===== src/rtl/calcetines_pkg.sv =====
// calcetines_pkg: sock kind indices, sealer state encoding and pack limits shared by the packing stage
package calcetines_pkg;
  typedef enum logic [2:0] {ALBAJO, POLBAJO, ACBAJO, ALALTO, ACALTO} kind_e;
  localparam int NKIND = 5;
  typedef enum logic {S_IDLE, S_REQ} sealer_e;
  localparam logic [2:0] PACK_MAX = 3'd7;
endpackage


===== src/rtl/contador_pares.sv =====
// contador_pares: per-kind sock counter that raises pending on a full pack and flags overflow
module contador_pares #(
  parameter int PAIRS_PER_PACK = 6
) (
  input  logic clk,
  input  logic reset,
  input  logic sock_done_i,
  input  logic ack_i,
  input  logic clr_i,
  output logic pending_o,
  output logic overflow_o
);
  localparam logic [3:0] TOP = 4'(2 * PAIRS_PER_PACK - 1);
  logic [3:0] cnt_q, cnt_d;
  logic       pend_q, pend_d, ovf_q, ovf_d, wrap, busy;
  always_comb begin
    wrap   = sock_done_i && cnt_q == TOP;
    // an ack in the same cycle frees the slot, so the completing pack is accepted
    busy   = pend_q && !ack_i;
    cnt_d  = !sock_done_i ? cnt_q : !wrap ? cnt_q + 4'd1 : busy ? cnt_q : 4'd0;
    pend_d = wrap || busy;
    ovf_d  = !clr_i && (ovf_q || (wrap && busy));
  end
  always_ff @(posedge clk) begin
    if (reset) begin
      cnt_q  <= '0;
      pend_q <= 1'b0;
      ovf_q  <= 1'b0;
    end else begin
      cnt_q  <= cnt_d;
      pend_q <= pend_d;
      ovf_q  <= ovf_d;
    end
  end
  assign pending_o  = pend_q;
  assign overflow_o = ovf_q;
endmodule


===== src/rtl/empaque_calcetines.sv =====
// empaque_calcetines: groups finished socks into packs and arbitrates round-robin for the shared sealer
module empaque_calcetines #(
  parameter int PAIRS_PER_PACK = 6,
  parameter int NKIND          = calcetines_pkg::NKIND
) (
  input  logic                 clk,
  input  logic                 reset,
  input  logic [NKIND-1:0]     sock_done,
  input  logic                 seal_ack,
  input  logic                 clr_cnt,
  output logic                 seal_req,
  output logic [2:0]           seal_kind,
  output logic [3*NKIND-1:0]   pack_cnt,
  output logic [NKIND-1:0]     pack_full,
  output logic [NKIND-1:0]     overflow
);
  import calcetines_pkg::*;
  sealer_e                  state_q;
  logic                     seal_req_q;
  logic [2:0]               kind_q, last_q, grant;
  logic [3:0]               s;
  logic [NKIND-1:0]         pending, ack;
  logic [NKIND-1:0][2:0]    pack_q;
  // walk downward so the kind closest after last_q is the one that sticks
  always_comb begin
    grant = last_q;
    s     = '0;
    for (int i = NKIND; i >= 1; i--) begin
      s = {1'b0, last_q} + 4'(i);
      s = s >= 4'(NKIND) ? s - 4'(NKIND) : s;
      if (pending[s[2:0]]) grant = s[2:0];
    end
  end
  for (genvar g = 0; g < NKIND; g++) begin : g_kind
    assign ack[g]       = state_q == S_REQ && seal_ack && kind_q == 3'(g);
    assign pack_full[g] = pack_q[g] == PACK_MAX;
    contador_pares #(.PAIRS_PER_PACK(PAIRS_PER_PACK)) u_cnt (
      .clk        (clk),
      .reset      (reset),
      .sock_done_i(sock_done[g]),
      .ack_i      (ack[g]),
      .clr_i      (clr_cnt),
      .pending_o  (pending[g]),
      .overflow_o (overflow[g])
    );
  end
  always_ff @(posedge clk) begin
    if (reset) begin
      state_q    <= S_IDLE;
      seal_req_q <= 1'b0;
      kind_q     <= '0;
      last_q     <= 3'(NKIND - 1);
      pack_q     <= '0;
    end else begin
      if (clr_cnt) pack_q <= '0;
      else if (state_q == S_REQ && seal_ack && pack_q[kind_q] != PACK_MAX)
        pack_q[kind_q] <= pack_q[kind_q] + 3'd1;
      if (state_q == S_IDLE && |pending) begin
        state_q    <= S_REQ;
        seal_req_q <= 1'b1;
        kind_q     <= grant;
      end else if (state_q == S_REQ && seal_ack) begin
        state_q    <= S_IDLE;
        seal_req_q <= 1'b0;
        last_q     <= kind_q;
      end
    end
  end
  assign seal_req  = seal_req_q;
  assign seal_kind = kind_q;
  assign pack_cnt  = pack_q;
endmodule


===== config.mk =====
export PLATFORM = sky130hd
export DESIGN_NAME = empaque_calcetines
export DESIGN_NICKNAME = d
export VERILOG_FILES = /design/src/rtl/calcetines_pkg.sv /design/src/rtl/contador_pares.sv /design/src/rtl/empaque_calcetines.sv
export SDC_FILE = /design/constraint.sdc
export NUM_CORES = 1
export LEC_CHECK = 0
export CAP_MARGIN = 20
export CELL_PAD_IN_SITES_DETAIL_PLACEMENT = 1
export CELL_PAD_IN_SITES_GLOBAL_PLACEMENT = 1
export CORE_MARGIN = 3
export CORE_UTILIZATION = 35
export CTS_CLUSTER_SIZE = 10
export DETAILED_ROUTE_END_ITERATION = 8
export PLACE_DENSITY = 0.72
export SLEW_MARGIN = 20
export SYNTH_ARGS = -nofsm -noshare
export SYNTH_HDL_FRONTEND = slang
export SYNTH_SLANG_ARGS = --single-unit

===== constraint.sdc =====
create_clock -name clk -period 5.7 [get_ports clk]
set_input_delay 1.14 -clock clk [delete_from_list [all_inputs] [get_ports clk]]
set_output_delay 1.14 -clock clk [all_outputs]
set_load 0.1 [all_outputs]

==> results.cfg <==
[status]
status = finished clean

[synthesis]
synth_edf_count = 0
synth_top_family_by_area = simple AND/OR/NAND/NOR gates
synth_compound_area_frac = 0.2132
synthCells = 440
synth-warning-count = 0
synth_top_area_cell = dfxtp_1
synth_top_area_frac = 0.2946
synth_adder_area_share = 0.06941
seq_area_frac_synth = 0.2946
muxShareOfSynthArea = 0.1009
yosys.cell_count.top_type = nor2_1
synth_area_sq_um = 3533
yosysUniqueCellTypes = 68
synth_xor_area_frac = 0.01239
ys.flop_type = dfxtp_1
synth_common_cells = nor2_1, dfxtp_1, a21oi_1
avgSynthCellArea_sq_um = 8.030
synth_fp_nets = 468
synth-seq-cells = 52
synth-async-reset-ratio = 0
synth-simple-area-share = 0.2599
synthTopCellsByArea = dfxtp_1, nor2_1, ha_1

[clock_tree]
cts.clk_slew.worst_paths_ns = 0.09
cts_made_buffers = 5
post_cts_buffers = 0
cts_resized = 0
insertion_delay_ns = 0.31
htree_levels = 2
cts_tree = built
cts_buffer_depth = 2
root_buffer = clkbuf_8
hold_buffers = 0
cts_sinks = 52

[detailed_routing]
drt_iter0_drc = 115
dr.pass1.iters = 4
wirelength_mm = 10.15
vias = 3366
met2RoutedLength_mm = 5.201
drc = 0
routed.top_layer = met4
postRouteAntennaNets = 0
wire_per_inst_um = 17.20
met3_length_um = 239
viasPerCell = 5.705
met1_length_mm = 4.586

[timing]
fin_worst_skew_ns = 0.006922
setup_viol = 0
fmaxAchievable_mhz = 285.2
tns_ns = 0
hold_viol_final = 0
fin_ws_ns = 2.194
tightest_slew_ns = 0.9929
slew_headroom = 0.3360
finalMaxSlewViolations = 0
finalCritPeriodShare = 0.6151
fin_crit_ns = 3.506
rsz0062_at_grt = false

[critical_path]
path_depth = 8
worstSetupEndpointType = flop
critical_path_class = reg -> reg
rrSetupSlack_ns = 2.19
timing.rr.end = seal_kind[2]
path_cells = inv_1 > ha_1 > inv_1 > mux2i_1 > mux4_2 > a2111oi_2 > o31ai_1 > a31oi_1
path_delay_family = multiplexers
max_stage_delay_ns = 0.74
start_kind = flop
cp_max_fo = 18
crit_start = last_q[1]
critical_path_buf_inv_count = 2
worstReg2RegStart = last_q[1]
crit_arrival_ns = 3.74
worst_ep_required_time_ns = 5.94
slowest_stage = dfxtp_1
crit_end = seal_kind[2]
reg2regPathDepth = 8
path_common_cell = inv_1

[layout]
nNetsFinal = 484
final_design_area_no_fill_sq_um = 4045
drive_gt1_frac = 0.06127
area_growth_pct = 14.48
insertedDiodeCount = 0
nFillCells = 1218
final_core_util = 0.4139

[place]
gp_congestion = 0.9057
port_buffers = 37
pre_cts_ws_ns = 2.250
placed_cell_area_sq_um = 3948
dp_hpwl_mm = 7.641

[job]
max_cap_viol_count = 0

[global_route]
grtUsageTotal = 0.1837
grt_max_degree = 36
grt_pass1_wl_mm = 17.07
grt_pass1_vias = 3417
antenna_found_initial = 0
grt.overflow.total = 0

[die]
die-area_sq_um = 11340
floorplan.core_area_sq_um = 9774
die-height_um = 106.5
ios = 38
die_w_um = 106.5
core.rowCount = 36
start_util = 0.3615

[power]
power.density_nw_per_um2 = 154.7
ir_worst_vdd_uv = 147.3
total_power_w = 0.0006256
total_leakage_power_nw = 1.519

[min_path]
hold_class = reg -> reg
==> placed cells by master, fill, tap and decap left out, drive strengths merged, types with 8 or more instances in the layout <==
cell type,count
a211oi,10
a21oi,38
and3,9
clkdlybuf4s50,37
dfxtp,52
ha,18
inv,9
mux2i,21
nand2,30
nand2b,13
nor2,72
nor2b,10
nor3,8
o21ai,19
==> through the flow <==
step	hold WS [ns]	instances
2_1_floorplan	0.4414	440
3_3_place_gp	0.4554	582
3_5_place_dp	0.4676	582
4_1_cts	0.4955	590
5_1_grt	0.5299	590
6_report	0.4837	590
==> cells by family (layout without fill, tap and decap cells) <==
family	Yosys count	count (layout)
AOI/OAI and AO/OA	114	114
xor gates and xnor gates	5	5
adders and majority gates	19	19
buffers and inverters	40	57
DFF	52	52
muxes	28	28
and+or+nand+nor	182	182
==> per-layer routing <==
layer,global-route usage,vias to the layer above
met5,0,-
met4,0.04566,0
met3,0.02732,10
met2,0.3380,40
met1,0.2235,1692
li1,-,1624
==> cell type report <==
type / count / area [sq um] / area share
multi-input cells: 348 / 2317 / 0.5728
flip-flops and latches: 52 / 1041 / 0.2573
repair buffers: 39 / 385.4 / 0.09527
clock inverters: 2 / 15.01 / 0.003712
well taps: 133 / 166.4 / 0.04114
inverters: 10 / 37.54 / 0.009279
clock buffers: 6 / 82.58 / 0.02041
==> where the power goes <==
part           switching [W]  total (W)  internal (W)
clock               0.000123   0.000221     0.0000985
sequential        0.00000521   0.000374      0.000369
combinational      0.0000169  0.0000302     0.0000132
==> registers in the layout, summed over array words and instances, names as in the netlist <==
name                     cells
pack_cnt                    15
seal_req                     1
g_kind.u_cnt.pending_o       5
g_kind.u_cnt.cnt_q          20
g_kind.u_cnt.overflow_o      5
last_q                       3
seal_kind                    3
==> worst register-to-register path, delay by kind of cell, from the launching register on <==
family / cells / cell delay [ns]
buffers and inverters: 2 / 0.55
AO/OA/AOI/OAI: 3 / 0.65
flip-flops: 1 / 0.74
adder cells (fa/ha/maj): 1 / 0.70
multiplexers: 2 / 0.80
==> worst min path at each step <==
stage          depth (start not counted)                  startpoint                          to
2_1_floorplan                          2  g_kind[0].u_cnt.overflow_o  g_kind[0].u_cnt.overflow_o
3_3_place_gp                           2  g_kind[0].u_cnt.overflow_o  g_kind[0].u_cnt.overflow_o
3_5_place_dp                           2  g_kind[1].u_cnt.overflow_o  g_kind[1].u_cnt.overflow_o
4_1_cts                                2  g_kind[1].u_cnt.overflow_o  g_kind[1].u_cnt.overflow_o
5_1_grt                                2  g_kind[1].u_cnt.overflow_o  g_kind[1].u_cnt.overflow_o
6_report                               2  g_kind[1].u_cnt.overflow_o  g_kind[1].u_cnt.overflow_o
No activity file was read; power rests on OpenSTA's default activity.
==> variant, RTL diff (same flow settings) <==
Compare `cnt_q` against `TOP` with >= in place of ==.
--- a/src/rtl/contador_pares.sv
+++ b/src/rtl/contador_pares.sv
@@ -14,7 +14,7 @@
   logic [3:0] cnt_q, cnt_d;
   logic       pend_q, pend_d, ovf_q, ovf_d, wrap, busy;
   always_comb begin
-    wrap   = sock_done_i && cnt_q == TOP;
+    wrap   = sock_done_i && cnt_q >= TOP;
     // an ack in the same cycle frees the slot, so the completing pack is accepted
     busy   = pend_q && !ack_i;
     cnt_d  = !sock_done_i ? cnt_q : !wrap ? cnt_q + 4'd1 : busy ? cnt_q : 4'd0;
Check against the original RTL: no difference found for any inputs over 10 cycles, from zero or initial values and one cycle with reset high; that may be too few to reach the edited logic, so the function may still have changed.
==> variant against the original RTL <==
Sequential power increased by 2%. Cell count decreased by 1.9%. Setup slack got worse by 0.26 ns. Sequential cell count unchanged. First-iteration DRC count increased by 37%. Clock skew increased by 0.0032 ns. Clock power increased by 16%. Wire length decreased by 12%. Power increased by 10%. Fmax decreased by 6.9%. Count of clock-buffer cells in the layout unchanged. Synthesized area decreased by 1.6%. Cell area decreased by 2.4%. Critical endpoint is now seal_kind[1]$_SDFFE_PP0P_. Highest routed layer unchanged.
==> variant: results (changes against the original RTL) <==
- Gpl congestion: 0.838 (-7.4%)
- Leak: 1.46 nW (-3.9%)
- Worst r2r src: last_q[0]$_SDFFE_PP0P_
- Initial drt markers: 158 (+37%)
- Mean Syn Cell Area: 8.05 µm² (+0.19%)
- Hold Path Origin: g_kind[0].u_cnt.overflow_o$_SDFF_PP0_
- Nets: 477 (-1.4%)
- Worst reg-to-reg path cell count: 8 (unchanged)
- Placed cells: 571 (-1.9%)
- Number of diodes: 0 (unchanged)
- Final Skew: 0.0101 ns (+0.00320 ns)
- FF-to-FF End: seal_kind[1]$_SDFFE_PP0P_
- Main area contributors after synthesis: dfxtp_1, nor2_1, mux2i_1, ha_1, a21oi_1
- Worst hold path type: flip-flop to flip-flop
- CTS root buf: clkbuf_8
- Vias in the first global route: 3163 (-7.4%)
- Layout Cells excl Fill: 579 (-1.9%)
- Ys async rst share: 0% (unchanged)
- Hold slack: 0.487 ns (+0.00339 ns)
- First-pass GRT wire length: 15600 µm (-8.8%)
- Post-DP HPWL: 6680 µm (-13%)
- Avg WL per Cell: 15.5 µm (-10%)
- Max VDD drop: 0.127 mV (-14%)
- Distinct cells, synth: 57 (-16%)
- Clock Path Buffers: 2 (unchanged)
- R2r setup slk: 1.93 ns (-0.26 ns)
- GR Util All Layers: 16.6% (-1.8 points)
- PostCTS Resize Cnt: 0 (unchanged)
- Largest net degree at the start of global routing: 35 (-2.8%)
- Layout cells sized above 1: 6.44% (+0.32 points)
- H-Tree Depth: 2 (unchanged)
- Largest Register: g_kind.u_cnt.cnt_q
- Sequential area share after synthesis: 29.9% (+0.49 points)
- Post-synth top cells: nor2_1, dfxtp_1, nand2_1
- Initial antenna violation count: 0 (unchanged)
- Slew margin rel.: 34.1% (+0.51 points)
- Hold endpoint: g_kind[0].u_cnt.overflow_o$_SDFF_PP0_
- Status: finished, final reports clean
- Vias: 3086 (-8.3%)
- Syn Nets: 460 (-1.7%)
- Worst-path maximum fanout: 24 (+6)
- WP data arrival: 3.97 ns (+0.23 ns)
[variant: changes by cell type after synthesis, moves of 5 or more]
cell,change
nand2b_1,-8
mux2i_1,+5
a21oi_1,-12
o21ai_0,+9
a211oi_1,-7
nand3_1,+8
nor2b_1,-5
buf_6,+5
inv_1,+15
nor2_1,+5
clkbuf_1,-9
[variant: per-stage QoR]
stage               setup WS, ns  instance area, µm²
finish                      1.93                3950
floorplan                   2.21                3480
CTS                         2.02                3950
global route                1.62                3950
global placement            2.15                3840
detailed placement          2.03                3840
[variant: how the worst max path moves through the flow]
stage	startpoint	end	depth (start not counted)
6_report	last_q[0]$_SDFFE_PP0P_	seal_kind[1]$_SDFFE_PP0P_	8
2_1_floorplan	seal_kind[0]$_SDFFE_PP0P_	pack_cnt[11]$_SDFFE_PP0P_	10
3_5_place_dp	last_q[0]$_SDFFE_PP0P_	seal_kind[1]$_SDFFE_PP0P_	8
5_1_grt	last_q[0]$_SDFFE_PP0P_	seal_kind[1]$_SDFFE_PP0P_	8
4_1_cts	last_q[0]$_SDFFE_PP0P_	seal_kind[1]$_SDFFE_PP0P_	8
3_3_place_gp	last_q[0]$_SDFFE_PP0P_	seal_kind[1]$_SDFFE_PP0P_	8
[variant: power breakdown]
group          switching (mW)  internal [mW]
logic                  0.0318         0.0191
clock network           0.124          0.133
registers              0.0107          0.371
total                   0.167          0.523
[variant: logic make-up (layout without fill, tap and decap cells)]
group	count (synthesis)	in the layout	synth area share, %
flops	52	52	29.9
buf+inv	51	69	7.63
simple gates	168	168	22.4
compound gates	100	100	19.2
xor+xnor	6	6	1.51
mux	36	36	12.2
fa+ha+maj	19	19	7.06
[variant: per-layer routing]
layer	GRT usage (%)	share of wire, %	wire (µm)
met1	23.1	50	4470
met2	28.2	48	4280
met3	2.14	2.0	183
met4	2.04	0.33	30
met5	0	0	0
[variant: layout make-up]
class / instances / area, µm²
clock buffers: 6 / 72.6
inverters: 23 / 86.3
multi-input cells: 329 / 2170
flip-flops and latches: 52 / 1040
well taps: 129 / 161
fillers: 1167 / 5510
repair buffers: 38 / 378
clock inverters: 2 / 38.8
[variant: worst max-delay path, cell delays in order, from the launching register on]
cell and delay [ns]:
dfxtp_1 0.84, inv_1 0.47, ha_1 0.80, inv_2 0.22, xnor2_1 0.45, mux2i_1 0.13
nor3_1 0.33, nor2_1 0.14, a311o_1 0.28
